==> src/rtl/busca_instrucao_pkg.sv <==
// Shared constants and entry layout for the instruction-fetch unit.
package busca_instrucao_pkg;

    localparam int LARG_END_PADRAO = 32;
    localparam int LARG_INSTR      = 32;
    localparam int INCREMENTO_PC   = 4;

    // Buffer entry at the default address width; the top rebuilds it for other widths.
    typedef struct packed {
        logic [LARG_INSTR-1:0]      instr;
        logic [LARG_END_PADRAO-1:0] pc;
    } entrada_buffer_t;

    function automatic logic pc_alinhado(input logic [1:0] lsb);
        return lsb == 2'b00;
    endfunction

endpackage

==> src/rtl/fila_sincrona.sv <==
// Synchronous FIFO with flush; push while full is accepted only alongside a pop.
module fila_sincrona #(
    parameter int LARGURA      = 32,
    parameter int PROFUNDIDADE = 4
) (
    input  logic                          clock,
    input  logic                          reset,
    input  logic                          limpa,
    input  logic                          push,
    input  logic [LARGURA-1:0]            dado_in,
    input  logic                          pop,
    output logic [LARGURA-1:0]            dado_out,
    output logic                          cheia,
    output logic                          vazia,
    output logic [$clog2(PROFUNDIDADE):0] contagem
);

    localparam int AW = $clog2(PROFUNDIDADE);

    logic [LARGURA-1:0] mem [PROFUNDIDADE];
    logic [AW-1:0]      ptr_esc;
    logic [AW-1:0]      ptr_lei;
    logic [AW:0]        cont;
    logic               faz_push;
    logic               faz_pop;

    assign vazia    = (cont == '0);
    assign cheia    = (cont == (AW+1)'(PROFUNDIDADE));
    assign contagem = cont;
    assign dado_out = mem[ptr_lei];
    assign faz_pop  = pop & !vazia;
    assign faz_push = push & (!cheia | faz_pop);

    always_ff @(posedge clock or posedge reset) begin
        if (reset) begin
            ptr_esc <= '0;
            ptr_lei <= '0;
            cont    <= '0;
        end else if (limpa) begin
            ptr_esc <= '0;
            ptr_lei <= '0;
            cont    <= '0;
        end else begin
            if (faz_push) ptr_esc <= ptr_esc + AW'(1);
            if (faz_pop)  ptr_lei <= ptr_lei + AW'(1);
            cont <= cont + (AW+1)'(faz_push) - (AW+1)'(faz_pop);
        end
    end

    // Storage needs no reset: the count alone decides what is valid.
    always_ff @(posedge clock) begin
        if (faz_push && !limpa) mem[ptr_esc] <= dado_in;
    end

endmodule

==> src/rtl/busca_instrucao.sv <==
// Instruction fetch: issues word reads at pc_atual, buffers {instr, pc}, handles redirects.
module busca_instrucao
    import busca_instrucao_pkg::*;
#(
    parameter int DEPTH    = 4,
    parameter int LARG_END = LARG_END_PADRAO
) (
    input  logic                  clock,
    input  logic                  reset,
    input  logic [LARG_END-1:0]   pc_atual,
    output logic [LARG_END-1:0]   pc_prox,
    output logic                  mem_req_valid,
    input  logic                  mem_req_ready,
    output logic [LARG_END-1:0]   mem_req_end,
    input  logic                  mem_resp_valid,
    input  logic [LARG_INSTR-1:0] mem_resp_dado,
    output logic                  instr_valid,
    input  logic                  instr_ready,
    output logic [LARG_INSTR-1:0] instr,
    output logic [LARG_END-1:0]   instr_pc,
    input  logic                  redirect_valid,
    input  logic [LARG_END-1:0]   redirect_alvo,
    output logic                  erro_alinhamento
);

    localparam int CW = $clog2(DEPTH);
    // Repeated redirects can stack discards beyond DEPTH, so leave headroom.
    localparam int DW = CW + 8;

    typedef struct packed {
        logic [LARG_INSTR-1:0] instr;
        logic [LARG_END-1:0]   pc;
    } entrada_t;

    logic [CW:0]         pend;
    logic [CW:0]         cont_buffer;
    logic [CW+1:0]       ocupacao;
    logic [DW-1:0]       descarte;
    logic [DW-1:0]       descarte_d;
    logic                erro_d;
    logic                dispara;
    logic                aceita_resp;
    logic                resp_descartada;
    logic                pop_instr;
    logic                end_vazia;
    logic                end_cheia;
    logic                buf_vazio;
    logic                buf_cheio;
    logic [LARG_END-1:0] pc_pendente;
    entrada_t            entrada_in;
    entrada_t            entrada_out;

    assign ocupacao = {1'b0, pend} + {1'b0, cont_buffer};

    assign mem_req_valid = !reset && !redirect_valid && !erro_alinhamento &&
                           pc_alinhado(pc_atual[1:0]) && !end_cheia && !buf_cheio &&
                           (ocupacao < (CW+2)'(DEPTH));
    assign mem_req_end   = pc_atual;
    assign dispara       = mem_req_valid && mem_req_ready;

    assign resp_descartada = mem_resp_valid &&
                             ((descarte != '0) || (redirect_valid && !end_vazia));
    assign aceita_resp     = mem_resp_valid && !redirect_valid &&
                             (descarte == '0) && !end_vazia;

    assign instr_valid = !buf_vazio;
    assign instr       = entrada_out.instr;
    assign instr_pc    = entrada_out.pc;
    assign pop_instr   = instr_valid && instr_ready;

    assign entrada_in.instr = mem_resp_dado;
    assign entrada_in.pc    = pc_pendente;

    always_comb begin
        pc_prox = pc_atual;
        if (redirect_valid)
            pc_prox = redirect_alvo;
        else if (dispara)
            pc_prox = pc_atual + LARG_END'(INCREMENTO_PC);
    end

    // Outstanding reads move into the discard count on redirect.
    always_comb begin
        descarte_d = descarte;
        erro_d     = erro_alinhamento;
        if (redirect_valid) begin
            descarte_d = descarte + DW'(pend) - DW'(resp_descartada);
            erro_d     = 1'b0;
        end else begin
            if (resp_descartada)
                descarte_d = descarte - DW'(1);
            if (!pc_alinhado(pc_atual[1:0]))
                erro_d = 1'b1;
        end
    end

    always_ff @(posedge clock or posedge reset) begin
        if (reset) begin
            descarte         <= '0;
            erro_alinhamento <= 1'b0;
        end else begin
            descarte         <= descarte_d;
            erro_alinhamento <= erro_d;
        end
    end

    // The address FIFO occupancy is the outstanding-request count.
    fila_sincrona #(
        .LARGURA      (LARG_END),
        .PROFUNDIDADE (DEPTH)
    ) u_fila_end (
        .clock    (clock),
        .reset    (reset),
        .limpa    (redirect_valid),
        .push     (dispara),
        .dado_in  (pc_atual),
        .pop      (aceita_resp),
        .dado_out (pc_pendente),
        .cheia    (end_cheia),
        .vazia    (end_vazia),
        .contagem (pend)
    );

    fila_sincrona #(
        .LARGURA      ($bits(entrada_t)),
        .PROFUNDIDADE (DEPTH)
    ) u_fila_instr (
        .clock    (clock),
        .reset    (reset),
        .limpa    (redirect_valid),
        .push     (aceita_resp),
        .dado_in  (entrada_in),
        .pop      (pop_instr),
        .dado_out (entrada_out),
        .cheia    (buf_cheio),
        .vazia    (buf_vazio),
        .contagem (cont_buffer)
    );

endmodule

==> config.mk <==
export PLATFORM = sky130hd
export DESIGN_NAME = busca_instrucao
export DESIGN_NICKNAME = d
export VERILOG_FILES = /design/src/rtl/busca_instrucao_pkg.sv /design/src/rtl/fila_sincrona.sv /design/src/rtl/busca_instrucao.sv
export SDC_FILE = /design/constraint.sdc
export NUM_CORES = 1
export LEC_CHECK = 0
export BUFFER_PORTS_ARGS = -buffer_cell sky130_fd_sc_hd__buf_2
export CAP_MARGIN = 20
export CORE_AREA = 5 5 203 205
export DETAILED_ROUTE_END_ITERATION = 12
export DIE_AREA = 0 0 208 210
export PLACE_DENSITY_LB_ADDON = 0.05
export REMOVE_ABC_BUFFERS = 1
export SYNTH_ARGS = -nofsm -noshare
export SYNTH_HDL_FRONTEND = slang
export SYNTH_SLANG_ARGS = --single-unit
==> constraint.sdc <==
create_clock -name clock -period 7.6 [get_ports clock]
set_input_delay 0.38 -clock clock [delete_from_list [all_inputs] [get_ports clock]]
set_output_delay 0.38 -clock clock [all_outputs]
set_load 0.03 [all_outputs]
==> flow_summary.yaml, run 1 <==
run_status:
  status: "completed"
floorplanning:
  placementRows: 73
  initial_core_util_pct: 44.2
  die_w_um: 208
  die_area_um2: 43700
  coreArea_um2: 39300
  die_h_um: 210
  ios: 233
logic_synthesis:
  ys_ff_latch: 409
  ys.flop_type: "edfxtp_1"
  synthTopCellsByArea: "edfxtp_1 (66%), mux4_2 (12%), dfrtp_1 (3.6%)"
  synth_area_per_cell_um2: 17.8
  netlist_instances: 975
  yosysWarnings: 0
  syn-cell-area_um2: 17300
  synth_area_leader_cell: "edfxtp_1"
  yosys.area.top_type_share_pct: 66.5
  ys_async_sr_fraction_pct: 6.11
  synthDistinctLibCells: 59
  synth_common_cells: "edfxtp_1 (384), mux4_2 (96), inv_1 (48)"
  synthMostInstantiatedCell: "edfxtp_1"
  ys_seq_area_share_pct: 70.1
  synth-edff-count: 384
detailed_routing:
  drt-pass1-iter-count: 4
  drtIter0Drc: 655
  wl_per_cell_um: 21.8
  drc: 0
  wl_mm: 38.5
  vias: 9380
  postRouteAntennaNets: 0
  viasPerCell: 5.32
clocking:
  cts_tree: "yes"
  cts_buffer_depth: 3
  cts_sinks: 409
  htree_levels: 2
  postCtsSetupRepairBufs: 0
  path_clk_slew_ps: 60
  insertion_delay_ps: 570
  cts_root_buf: "clkbuf_16"
  numCtsBuffers: 44
  postCtsResizedCells: 0
setup_path:
  worstPathArrival_ps: 3890
  crit_type: "register to output pin"
  r2r_slack_ps: 3840
  required_ps: 7220
  cp_max_fo: 11
  crit_path_end_kind: "output pin"
  start_kind: "register"
sta:
  rsz0062_at_grt: "no"
  final_max_slew_viol_count: 0
  period_minus_slack_ps: 4270
  hold_viol_final: 0
  setup_slack_ps: 3330
  skew_ps: 20.3
  maxSlewHeadroom_pct: 24.3
  setup-tns-final_ps: 0
  setup_viol: 0
  min_period_over_period_pct: 56.1
  tightest_slew_ps: 1130
  fmaxAchievable_mhz: 234
pwr:
  leakagePower_nw: 7.10
  ir_worst_vdd_uv: 160
  p_total_mw: 5.96
  powerDensity_nw_per_um2: 293
grt:
  grt_max_degree: 66
  grt.overflow.total: 0
  grt_pass1_vias: 9632
  track_usage_pct: 17.5
  grt_first_pass_wirelength_mm: 58.8
  antenna_found_initial: 0
placement:
  dp.cells: 1669
  dp_slack_ps: 3860
  routabilityCongestion: 0.818
  io_buffers: 232
  dp_hpwl_mm: 23.5
  place_area_um2: 18900
min_path:
  hp-class: "input pin to register"
final_layout:
  syn_to_final_growth_pct: 17.3
  final_cells: 1762
  multi_input_area_um2: 4600
  drive_gt1_share_pct: 34.5
  finalInstanceArea_um2: 20300
  nNetsFinal: 1343
  seqCellArea_um2: 12200
  fillers: 3332
flow_run:
  cap_violations: 0
[cell type report]
type,instances,share of cell area (%)
flip-flops and latches,409,59.8
repair buffers,255,6.79
multi-input cells,442,22.6
inverters,49,0.904
clock buffers,50,5.52
clock inverters,30,1.11
well taps,525,3.23
diodes,2,0.0246
[layout by cell type, fill, tap and decap left out, types with 11 or more instances in the layout]
cell	n
clkinv_1	12
buf_4	13
nand2_1	37
clkinv_2	11
dfrtp_1	21
edfxtp_1	384
xnor2_1	18
and3_1	13
nand4_1	16
nor3_1	15
nand3_1	23
buf_2	231
clkbuf_16	44
mux4_2	96
inv_1	48
nor2_1	28
nor2b_1	18
ha_1	37
o21ai_0	19
[logic make-up (layout without fill, tap and decap cells)]
kind of cell	Yosys count	count (layout)	share of synthesized area, %
flip-flops	409	409	70.1
AND/OR/NAND/NOR	201	201	6.28
buffers and inverters	124	384	3.48
multiplexers	107	107	13.1
AO/OA/AOI/OAI	73	73	2.95
adder cells (fa/ha/maj)	40	40	3.02
XOR/XNOR	21	21	1.06
other	0	2	0
[through the flow]
stage                     hold slack (ps)  util, %
after floorplan                       407        -
after global routing                 9.36     51.8
after CTS                          0.0157     51.7
after detailed placement              286     48.0
final                                34.2     51.8
after global placement                286     48.0
[critical path: stages (launching register included)]
cell	delay, ps
dfrtp_1	440
ha_1	320
or4_4	540
nor3b_4	330
nand4_1	680
or4_1	720
nand3_1	90
buf_2	200
[state kept, by name, indices dropped and copies added (netlist names)]
register / count
u_fila_instr.ptr_lei: 2
u_fila_end.mem: 128
u_fila_instr.contagem: 3
descarte: 10
u_fila_end.contagem: 3
u_fila_end.ptr_lei: 2
erro_alinhamento: 1
u_fila_instr.ptr_esc: 2
u_fila_end.ptr_esc: 2
u_fila_instr.mem: 256
[power by group]
part           internal [mW]  switching, mW  total [mW]
Combinational          0.564          0.821        1.39
Clock                   1.14          0.857        1.99
Sequential              2.50         0.0823        2.58
[path summary, 6_finish.rpt]
check,depth (start not counted),to,start
max,7,pc_prox[25],u_fila_end.contagem[2]
min,1,u_fila_instr.mem[1][51],mem_resp_dado[19]
max reg2reg,15,descarte[8],descarte[5]
min reg2reg,1,u_fila_instr.ptr_esc[0],u_fila_instr.ptr_esc[0]
max in group asynchronous,4,u_fila_instr.ptr_lei[1],reset
min in group asynchronous,3,erro_alinhamento,reset
[layer usage]
layer | track usage, % | share of wire (%) | routed length [um] | up-vias
met1 | 24.6 | 45 | 17200 | 4805
met2 | 28.1 | 48 | 18600 | 213
met4 | 5.89 | 2.8 | 1060 | 0
met3 | 3.10 | 4.2 | 1630 | 64
li1 | - | - | - | 4298
met5 | 0 | 0 | 0 | -
[what timing repair did]
action,in CTS,in global routing
setup endpoints to repair,0,0
hold buffers,10,0
hold endpoints to repair,58,0
Note: power is estimated with default switching activity, not from simulation.
==> run 2, diff against run 1 <==
Clock period 7.6 ns to 3.5 ns, I/O delays scaled along.
==> flow_summary.yaml, run 2 (synthesis results as in run 1) <==
grt:
  grt_max_degree: 62
  grt.overflow.total: 0
  grt_first_pass_wirelength_mm: 60.4
  antenna_found_initial: 0
  track_usage_pct: 17.8
  grt_pass1_vias: 10094
min_path:
  min_to: "u_fila_end.mem[1][17]"
  min-delay-start: "pc_atual[17]"
  hp-class: "input pin to register"
  holdPathStages: 1
detailed_routing:
  wl_per_cell_um: 21.4
  wl_mm: 39.5
  vias: 9730
  drt-pass1-iter-count: 4
  postRouteAntennaNets: 0
  drtIter0Drc: 620
  drc: 0
  viasPerCell: 5.26
clocking:
  cts_root_buf: "clkbuf_16"
  insertion_delay_ps: 530
  numCtsBuffers: 43
  cts_sinks: 409
  htree_levels: 2
  cts_tree: "yes"
  path_clk_slew_ps: 60
  cts_buffer_depth: 3
final_layout:
  reg.largest.list: "u_fila_instr.mem: 256 flops, u_fila_end.mem: 128 flops, descarte: 10 flops"
  diodes: 0
  finish.utilization_pct: 54.5
  syn_to_final_growth_pct: 23.5
  seqCellArea_um2: 12200
  top_register: "u_fila_instr.mem"
  drive_gt1_share_pct: 35.3
  multi_input_area_um2: 4620
  largest_register_ffs: 256
  final_common_cell: "edfxtp_1"
  final_cell_mix: "edfxtp_1 (384), buf_2 (228), mux4_2 (96)"
  fillers: 3227
  nNetsFinal: 1434
floorplanning:
  placementRows: 73
  ios: 233
  initial_core_util_pct: 44.2
  die_area_um2: 43700
  coreArea_um2: 39300
  die_h_um: 210
  die_w_um: 208
sta:
  period_minus_slack_ps: 3400
  hold_viol_final: 0
  skew_ps: 11.1
  final_max_slew_viol_count: 0
  min_period_over_period_pct: 97.1
  maxSlewHeadroom_pct: 34.9
  fmaxAchievable_mhz: 294
  setup_slack_ps: 103
  setup_viol: 0
  tightest_slew_ps: 976
setup_path:
  worstPathArrival_ps: 3220
  r2r_cells: 16
  r2r_slack_ps: 250
  startpoint: "u_fila_end.contagem[1]"
  start_kind: "register"
  cpMostUsedCell: "buf_6"
  crit_path_end_kind: "output pin"
  crit_type: "register to output pin"
  r2r_end: "descarte[8]"
  cp_slowest_cell: "or4_4"
  required_ps: 3320
  r2r-start: "descarte[5]"
  cp_max_fo: 6
  slowest_delay_ps: 550
  crit_chain: "buf_6 > ha_1 > or4_4 > nor3b_4 > nand4_1 > buf_6 > or4_4 > nand3_2 > buf_6"
pwr:
  p_sw_share_pct: 28.4
  leakagePower_nw: 7.59
  combPwrFrac_pct: 24.3
  cell_internal_pwr_mw: 9.51
  power_switching_mw: 3.77
  p_clk_share_pct: 33.7
  seqPwrFrac_pct: 42.0
  ir_worst_vdd_uv: 323
  powerDensity_nw_per_um2: 620
run_status:
  status: "completed"
placement:
  dp_hpwl_mm: 25.1
  routabilityCongestion: 0.832
  dp_slack_ps: 130
  io_buffers: 232
flow_run:
  cap_violations: 0
run 2: power groups by stage:
stage / Clock [mW] / Sequential (mW) / Combinational [mW]
global placement: 0 / 5.68 / 3.16
global route: 4.83 / 5.60 / 3.52
CTS: 4.60 / 5.59 / 3.23
finish: 4.48 / 5.57 / 3.23
floorplan: 0 / 5.76 / 2.08
detailed placement: 0 / 5.69 / 3.16
run 2: worst max-delay path: cells and delay by family (launching register included):
kind	cells	cell delay, ps
adders and majority gates	1	180
buffers and inverters	3	470
and+or+nand+nor	5	1630
DFF	1	400
run 2: timing repair:
action / in CTS / in global routing
hold endpoints to repair: 277 / 0
pin swaps: 1 / 5
setup buffers: 1 / 11
endpoints found under the setup margin: 3 / 14
hold buffers: 64 / 0
gates cloned: 0 / 1
gates resized for setup: 6 / 8
run 2: layout make-up:
type | count | share of cell area [%]
clock buffers | 63 | 5.71
flip-flops and latches | 409 | 56.8
clock inverters | 14 | 0.806
multi-input cells | 442 | 21.6
repair buffers | 347 | 11.2
well taps | 525 | 3.07
inverters | 49 | 0.859
run 2: layer usage:
metal,routed length [um],GRT usage (%),vias up
met5,0,0,-
met4,536,3.81,0
met3,1580,3.39,42
met2,20000,30.3,190
met1,17400,24.3,5025
li1,-,-,4473
run 2: worst max-delay path by stage:
stage          cells past startpoint  slack (ps)           to
5_1_grt                            9         -20  pc_prox[27]
6_report                           9         100  pc_prox[25]
4_1_cts                            8           9  pc_prox[25]
2_1_floorplan                     15        -190  descarte[8]
3_3_place_gp                      15         160  descarte[8]
3_5_place_dp                      15         130  descarte[8]
run 2: through the flow:
stage / cells / TNS [ps] / instance area [um^2] / total power, mW / hold WS [ps]
4_1_cts: 1837 / 0 / 21300 / 13.4 / 3.39
2_1_floorplan: 900 / -34440 / 16900 / 7.84 / 202
3_5_place_dp: 1695 / 0 / 19200 / 8.85 / 189
6_report: 1849 / 0 / 21400 / 13.3 / 45.6
3_3_place_gp: 1694 / 0 / 19200 / 8.84 / 392
5_1_grt: 1849 / -38.1 / 21400 / 13.9 / 11.7
